[config.mk]
export PLATFORM = sky130hd
export DESIGN_NAME = vga_timing_core
export DESIGN_NICKNAME = d
export VERILOG_FILES = /design/src/rtl/vga_timing_core.sv
export SDC_FILE = /design/constraint.sdc
export NUM_CORES = 1
export LEC_CHECK = 0
export CAP_MARGIN = 40
export CORE_AREA = 2 2 69 71
export CTS_BUF_LIST = sky130_fd_sc_hd__clkbuf_8
export CTS_CLUSTER_DIAMETER = 50
export CTS_CLUSTER_SIZE = 14
export DETAILED_ROUTE_END_ITERATION = 8
export DIE_AREA = 0 0 71 73
export DONT_BUFFER_PORTS = 1
export GPL_TIMING_DRIVEN = 0
export SKIP_LAST_GASP = 1
export SLEW_MARGIN = 20
export SYNTH_ARGS = -nofsm -noshare
export SYNTH_HDL_FRONTEND = slang
export SYNTH_SLANG_ARGS = --single-unit
[constraint.sdc]
create_clock -name dclk -period 2.3 [get_ports dclk]
set_clock_uncertainty 0.2 [all_clocks]
set_input_delay 0.575 -clock dclk [delete_from_list [all_inputs] [get_ports dclk]]
set_output_delay 0.575 -clock dclk [all_outputs]
set_load 0.05 [all_outputs]
[src/rtl/vga_timing_core.sv]
// Parametrised VGA sync generator: divides dclk to the pixel rate, publishes request coordinates
// to a pipelined renderer and re-aligns syncs/blanking with the returned colour.
module vga_timing_core #(
   parameter int H_ACTIVE = 640,
   parameter int H_FP     = 16,
   parameter int H_SYNC   = 96,
   parameter int H_BP     = 48,
   parameter int V_ACTIVE = 480,
   parameter int V_FP     = 10,
   parameter int V_SYNC   = 2,
   parameter int V_BP     = 33,
   parameter bit H_POL    = 1'b0,
   parameter bit V_POL    = 1'b0,
   parameter int CLK_DIV  = 2,
   parameter int REN_LAT  = 2,
   parameter int RW       = 3,
   parameter int GW       = 3,
   parameter int BW       = 2,
   localparam int H_TOTAL = H_ACTIVE + H_FP + H_SYNC + H_BP,
   localparam int V_TOTAL = V_ACTIVE + V_FP + V_SYNC + V_BP,
   localparam int HCW     = $clog2(H_TOTAL),
   localparam int VCW     = $clog2(V_TOTAL)
) (
   input  logic                  dclk,
   input  logic                  clr,
   output logic                  pix_tick,
   output logic [HCW-1:0]        hcount,
   output logic [VCW-1:0]        vcount,
   output logic                  de_req,
   output logic                  line_start,
   output logic                  frame_start,
   input  logic [RW+GW+BW-1:0]   rgb_in,
   output logic                  hsync,
   output logic                  vsync,
   output logic [RW-1:0]         red,
   output logic [GW-1:0]         green,
   output logic [BW-1:0]         blue
);

   localparam int DW = (CLK_DIV > 1) ? $clog2(CLK_DIV) : 1;

   logic [DW-1:0] div, div_nxt;
   logic          h_last, v_last;
   logic          hs_raw, vs_raw;
   logic [2:0]    tap_in, tail;

   // pix_tick is registered so that it is low while clr is held, even with CLK_DIV=1.
   always_comb div_nxt = (div == DW'(CLK_DIV - 1)) ? '0 : div + DW'(1);

   always_ff @(posedge dclk) begin
      if (clr) begin
         div      <= '0;
         pix_tick <= 1'b0;
      end else begin
         div      <= div_nxt;
         pix_tick <= (div_nxt == DW'(CLK_DIV - 1));
      end
   end

   assign h_last = (hcount == HCW'(H_TOTAL - 1));
   assign v_last = (vcount == VCW'(V_TOTAL - 1));

   always_ff @(posedge dclk) begin
      if (clr) begin
         hcount      <= '0;
         vcount      <= '0;
         line_start  <= 1'b0;
         frame_start <= 1'b0;
      end else begin
         line_start  <= pix_tick && h_last;
         frame_start <= pix_tick && h_last && v_last;
         if (pix_tick) begin
            if (h_last) begin
               hcount <= '0;
               vcount <= v_last ? '0 : vcount + VCW'(1);
            end else begin
               hcount <= hcount + HCW'(1);
            end
         end
      end
   end

   assign de_req = (hcount < HCW'(H_ACTIVE)) && (vcount < VCW'(V_ACTIVE));
   assign hs_raw = ((hcount >= HCW'(H_ACTIVE + H_FP)) && (hcount < HCW'(H_ACTIVE + H_FP + H_SYNC)))
                   ? H_POL : ~H_POL;
   assign vs_raw = ((vcount >= VCW'(V_ACTIVE + V_FP)) && (vcount < VCW'(V_ACTIVE + V_FP + V_SYNC)))
                   ? V_POL : ~V_POL;
   assign tap_in = {hs_raw, vs_raw, de_req};

   // Timing shadow that walks alongside the renderer pipeline.
   generate
      if (REN_LAT == 0) begin : g_nodly
         assign tail = tap_in;
      end else begin : g_dly
         logic [2:0] stage [REN_LAT];
         always_ff @(posedge dclk) begin
            if (clr) begin
               for (int i = 0; i < REN_LAT; i++) stage[i] <= {~H_POL, ~V_POL, 1'b0};
            end else if (pix_tick) begin
               stage[0] <= tap_in;
               for (int i = 1; i < REN_LAT; i++) stage[i] <= stage[i-1];
            end
         end
         assign tail = stage[REN_LAT-1];
      end
   endgenerate

   always_ff @(posedge dclk) begin
      if (clr) begin
         hsync <= ~H_POL;
         vsync <= ~V_POL;
         {red, green, blue} <= '0;
      end else if (pix_tick) begin
         hsync <= tail[2];
         vsync <= tail[1];
         {red, green, blue} <= tail[0] ? rgb_in : '0;
      end
   end

endmodule
==> metrics list <==
- Data on the critical path is required at its endpoint by 1.52 ns.
- For the worst-skew pair, the clock arrives at the later sink with an insertion delay of around 0.29 ns.
- In the final layout, the share of cells above drive strength 1 is 0.211.
- Mapped Avg Cell Area: 9.11 um^2
* Largest delay share family, worst path: simple AND/OR/NAND/NOR gates
- Part of the Yosys area used for sequential elements: 0.488
- In the final routed layout, each cell accounts on average for 14.6 um.
- The worst hold path was traced through 2 stages.
* Placement Cell Area: approximately 1800 um^2
- Layout filler cell count: 458
- Data on the critical path arrives at its endpoint at 1.49 ns.
* Number of cell rows: 25
* Total wirelength of the detailed-routed design: 3700 um
- Die Y-Extent: 73 um
- The worst path meets setup with approximately 0.038 ns of slack.
* Share of the core filled with cells in the final layout: 0.437
- Count of warnings emitted by yosys: 0
- Number of inserted diodes: 0
- Share of the clock period used by the worst path after layout: 0.984
- Cell with the most instances after synthesis: dfxtp_1
- The area fraction in compound gates after synthesis came to 0.0719.
- Mux contribution to synthesized area: 0.0116
- The design draws 1.37 mW.
- Clock-pin slew was measured on the worst setup and hold paths at around 0.07 ns.
* Power per unit of standard cell area: 694 nW/um^2
- Global-route track usage on met3: 0.0580
* Buf/Inv on CP: 0
- Number of setup violations in the final report: 0
* Via density: 5.27
- Kind of start point of the critical path: register
- After detailed placement, the design holds a cell count of 243.
- Leakage dissipation: 0.660 nW
- Total global routing overflow: 0
* Class of the worst hold path: input port to register
- In the global route stage, met2 resource usage came out at 0.227.
- The critical path runs through a total of 4 cells.
- Remaining number of nets flagged by the antenna check after routing: 0
- In this run the worst path has a maximum fanout of 5.
* Share of synthesized registers carrying an async set or reset: 0
- For this block, the via count after detailed routing is approximately 1300.
* Total standard cell area after synthesis: 1720 um^2
- Iter 0 DRT Violations: 52
- Std-Cell Core Area: 4540 um^2
- Clock tree from TritonCTS: done
* Xor and xnor fraction of the mapped netlist area: 0.0610
- The tree is rooted in a clkbuf_8.
- Worst slack at placement: -0.248 ns
- No sink is reached through more buffers than the 2 on the longest clock path.
* Quantity of hold-fixing buffers added after cts: 0
* Max Slew Vio Count: 0
* Largest net degree at the start of global routing: 13
* Post-synthesis share of cell area spent on and, or, nand and nor gates: 0.301
- Setup total negative slack on the finished layout was measured at 0 ns.
- Cell area after layout: 1980 um^2
- The largest total area in the synthesized netlist belongs to dfxtp_1.
* Most common library cells after synthesis: dfxtp_1, nor2_1, a21oi_1, nor3_1
* Floorplan die area: 5180 um^2
* Ports placed on the boundary: 44
- Dominant synthesized flop cell: dfxtp_1
* Highest cell delay on the worst timing path: around 0.42 ns
- Area occupied by multi-input gates: 842 um^2
- Final Instance Count excl. Fillers: between 200 and 300
* Synth cell types: 33
- The share of synthesized area in the top cell type comes to 0.384.
- Number of CTS-inserted buffers: 5
* Most heavily used metal layer in global routing: met2
* Worst-Margin Slew: 0.685 ns
- The number of nets handed over by synthesis was 203.
- For this run, design rule violations remaining after detail routing come to 0.
- Adder-cell share of the synthesized area: 0.0291
- Initial Utilization: 0.380
- By area the synthesized netlist is led by dfxtp_1, edfxtp_1, nor2_1.
- Port buffering added 0 buffers.
- The flow ran to the end, and the final reports show no timing, DRC or antenna violations.
- The initial antenna violation count was 0.
* Number of register bits inferred by synthesis: 39
- Count of nets after finishing: 212
- Width of the die: between 70 and 80 um
- Last weighted congestion value of the routability-driven placer: 0.737
* Flip-flop and latch area: 872 um^2
- Global-route wire length before repair: 5860 um
- The worst register-to-register path has a depth of 5.
* Via count of the first global-routing pass: 1225
* Maximum achievable frequency: approximately 440 MHz
- First-pass iteration count of the detailed router: 4
- The H-tree generated during clock tree synthesis spans 2 levels.
- Normalized max-slew margin: 0.543
* Layout Area Growth over Synthesis: 15.0%
- In the global route stage, met1 resource usage came out at 0.178.
* Overall fraction of global-route tracks in use: 0.145
* Worst hold margin: about 0.23 ns
- The worst-case IR drop observed on VDD is roughly 220 uV.
* Cell repeated most along the worst path: nand2_1
* Detailed placement HPWL: 2600 um
- Final Hold Violating Endpoints: 0
* Number of sinks on the clock net: 39
* Unrepaired setup endpoints after global routing: true
- Instance count of the mapped netlist: 189
- Main combinational cell family by area after synthesis: simple AND/OR/NAND/NOR gates
- Fin crit period: 2.26 ns
- EDFF count, synth: 6
- The critical path is of the register to output pin type.
- The critical path goes through and3_1, nand2_1, nand2_1, nor2_4.
- Crit end category: output pin
* Slowest stage cell, crit path: dfxtp_2
- Max-cap violations in this run came to 0.
## layer usage
metal  vias to the layer above  share of wire
li1                        670              -
met1                       609           0.45
met2                        45           0.45
met3                         9          0.075
met4                         0          0.029
met5                         -              0
## layout by cell type, fill, tap and decap left out, drive strengths merged
cell type / synthesis / layout
dfxtp: 33 / 33
nor2: 22 / 22
a21oi: 15 / 15
nor3: 13 / 13
clkbuf: 7 / 13
nand2: 11 / 11
nor2b: 11 / 11
inv: 7 / 7
nand3: 7 / 7
xnor2: 7 / 7
nand4: 7 / 7
edfxtp: 6 / 6
xor2: 5 / 5
or4: 5 / 5
o21ai: 4 / 4
ha: 4 / 4
nand2b: 3 / 3
or3: 3 / 3
nor4: 3 / 3
buf: 1 / 3
and3: 2 / 2
or2: 2 / 2
a211o: 2 / 2
mux2i: 2 / 2
and4b: 1 / 1
nor3b: 1 / 1
o21bai: 1 / 1
nand4b: 1 / 1
or3b: 1 / 1
and2: 1 / 1
or4b: 1 / 1
bufinv: 0 / 1
clkinv: 0 / 1
## registers in the layout, indices dropped and copies added (netlist names), 2 cells and up
register     count
red              3
hcount          10
green            3
vcount          10
g_dly.stage      6
blue             2
## worst reg2reg max path, delay by kind of cell (launching register included)
| family | cells | cell delay, ns |
|---|---|---|
| AND/OR/NAND/NOR | 3 | 1.28 |
| flip-flops | 1 | 0.41 |
| AO/OA/AOI/OAI | 1 | 0.13 |
| buffers and inverters | 1 | 0.15 |
## what timing repair did
item | in CTS | in global routing
endpoints found under the setup margin | 22 | 18
gates cloned | 0 | 0
setup buffers | 0 | 2
gates resized for setup | 19 | 7
pin swaps | 1 | 4
## final timing paths
path,slack [ns],startpoint,end
worst min-delay path,0.23,rgb_in[1],blue[1]
worst max-delay path,0.04,vcount[7],de_req
worst min register to register,0.26,g_dly.stage[0][5],hsync
worst max register to register,0.08,hcount[5],vcount[9]
## layout make-up
class,count,share of cell area
Buffer,8,0.0202
Clock buffer,6,0.0417
Clock inverter,2,0.0177
Inverter,7,0.0133
Multi-Input combinational cell,135,0.425
Sequential cell,39,0.440
Tap cell,54,0.0341
Timing Repair Buffer,2,0.00758
## power by group
| part | switching, mW | total [mW] | leakage [nW] | internal [mW] |
|---|---|---|---|---|
| combinational | 0.0315 | 0.0481 | 0.271 | 0.0166 |
| sequential | 0.0438 | 0.745 | 0.327 | 0.701 |
| clock | 0.230 | 0.581 | 0.0612 | 0.351 |
| total | 0.305 | 1.37 | 0.660 | 1.07 |
## cells by family (layout without fill, tap and decap cells)
logic type | Yosys count | count (layout)
XOR/XNOR | 12 | 12
multiplexers | 2 | 2
buffers and inverters | 15 | 25
AND/OR/NAND/NOR | 95 | 95
flip-flops | 39 | 39
adder cells (fa/ha/maj) | 4 | 4
AO/OA/AOI/OAI | 22 | 22
(Power assumes the default switching activity.)
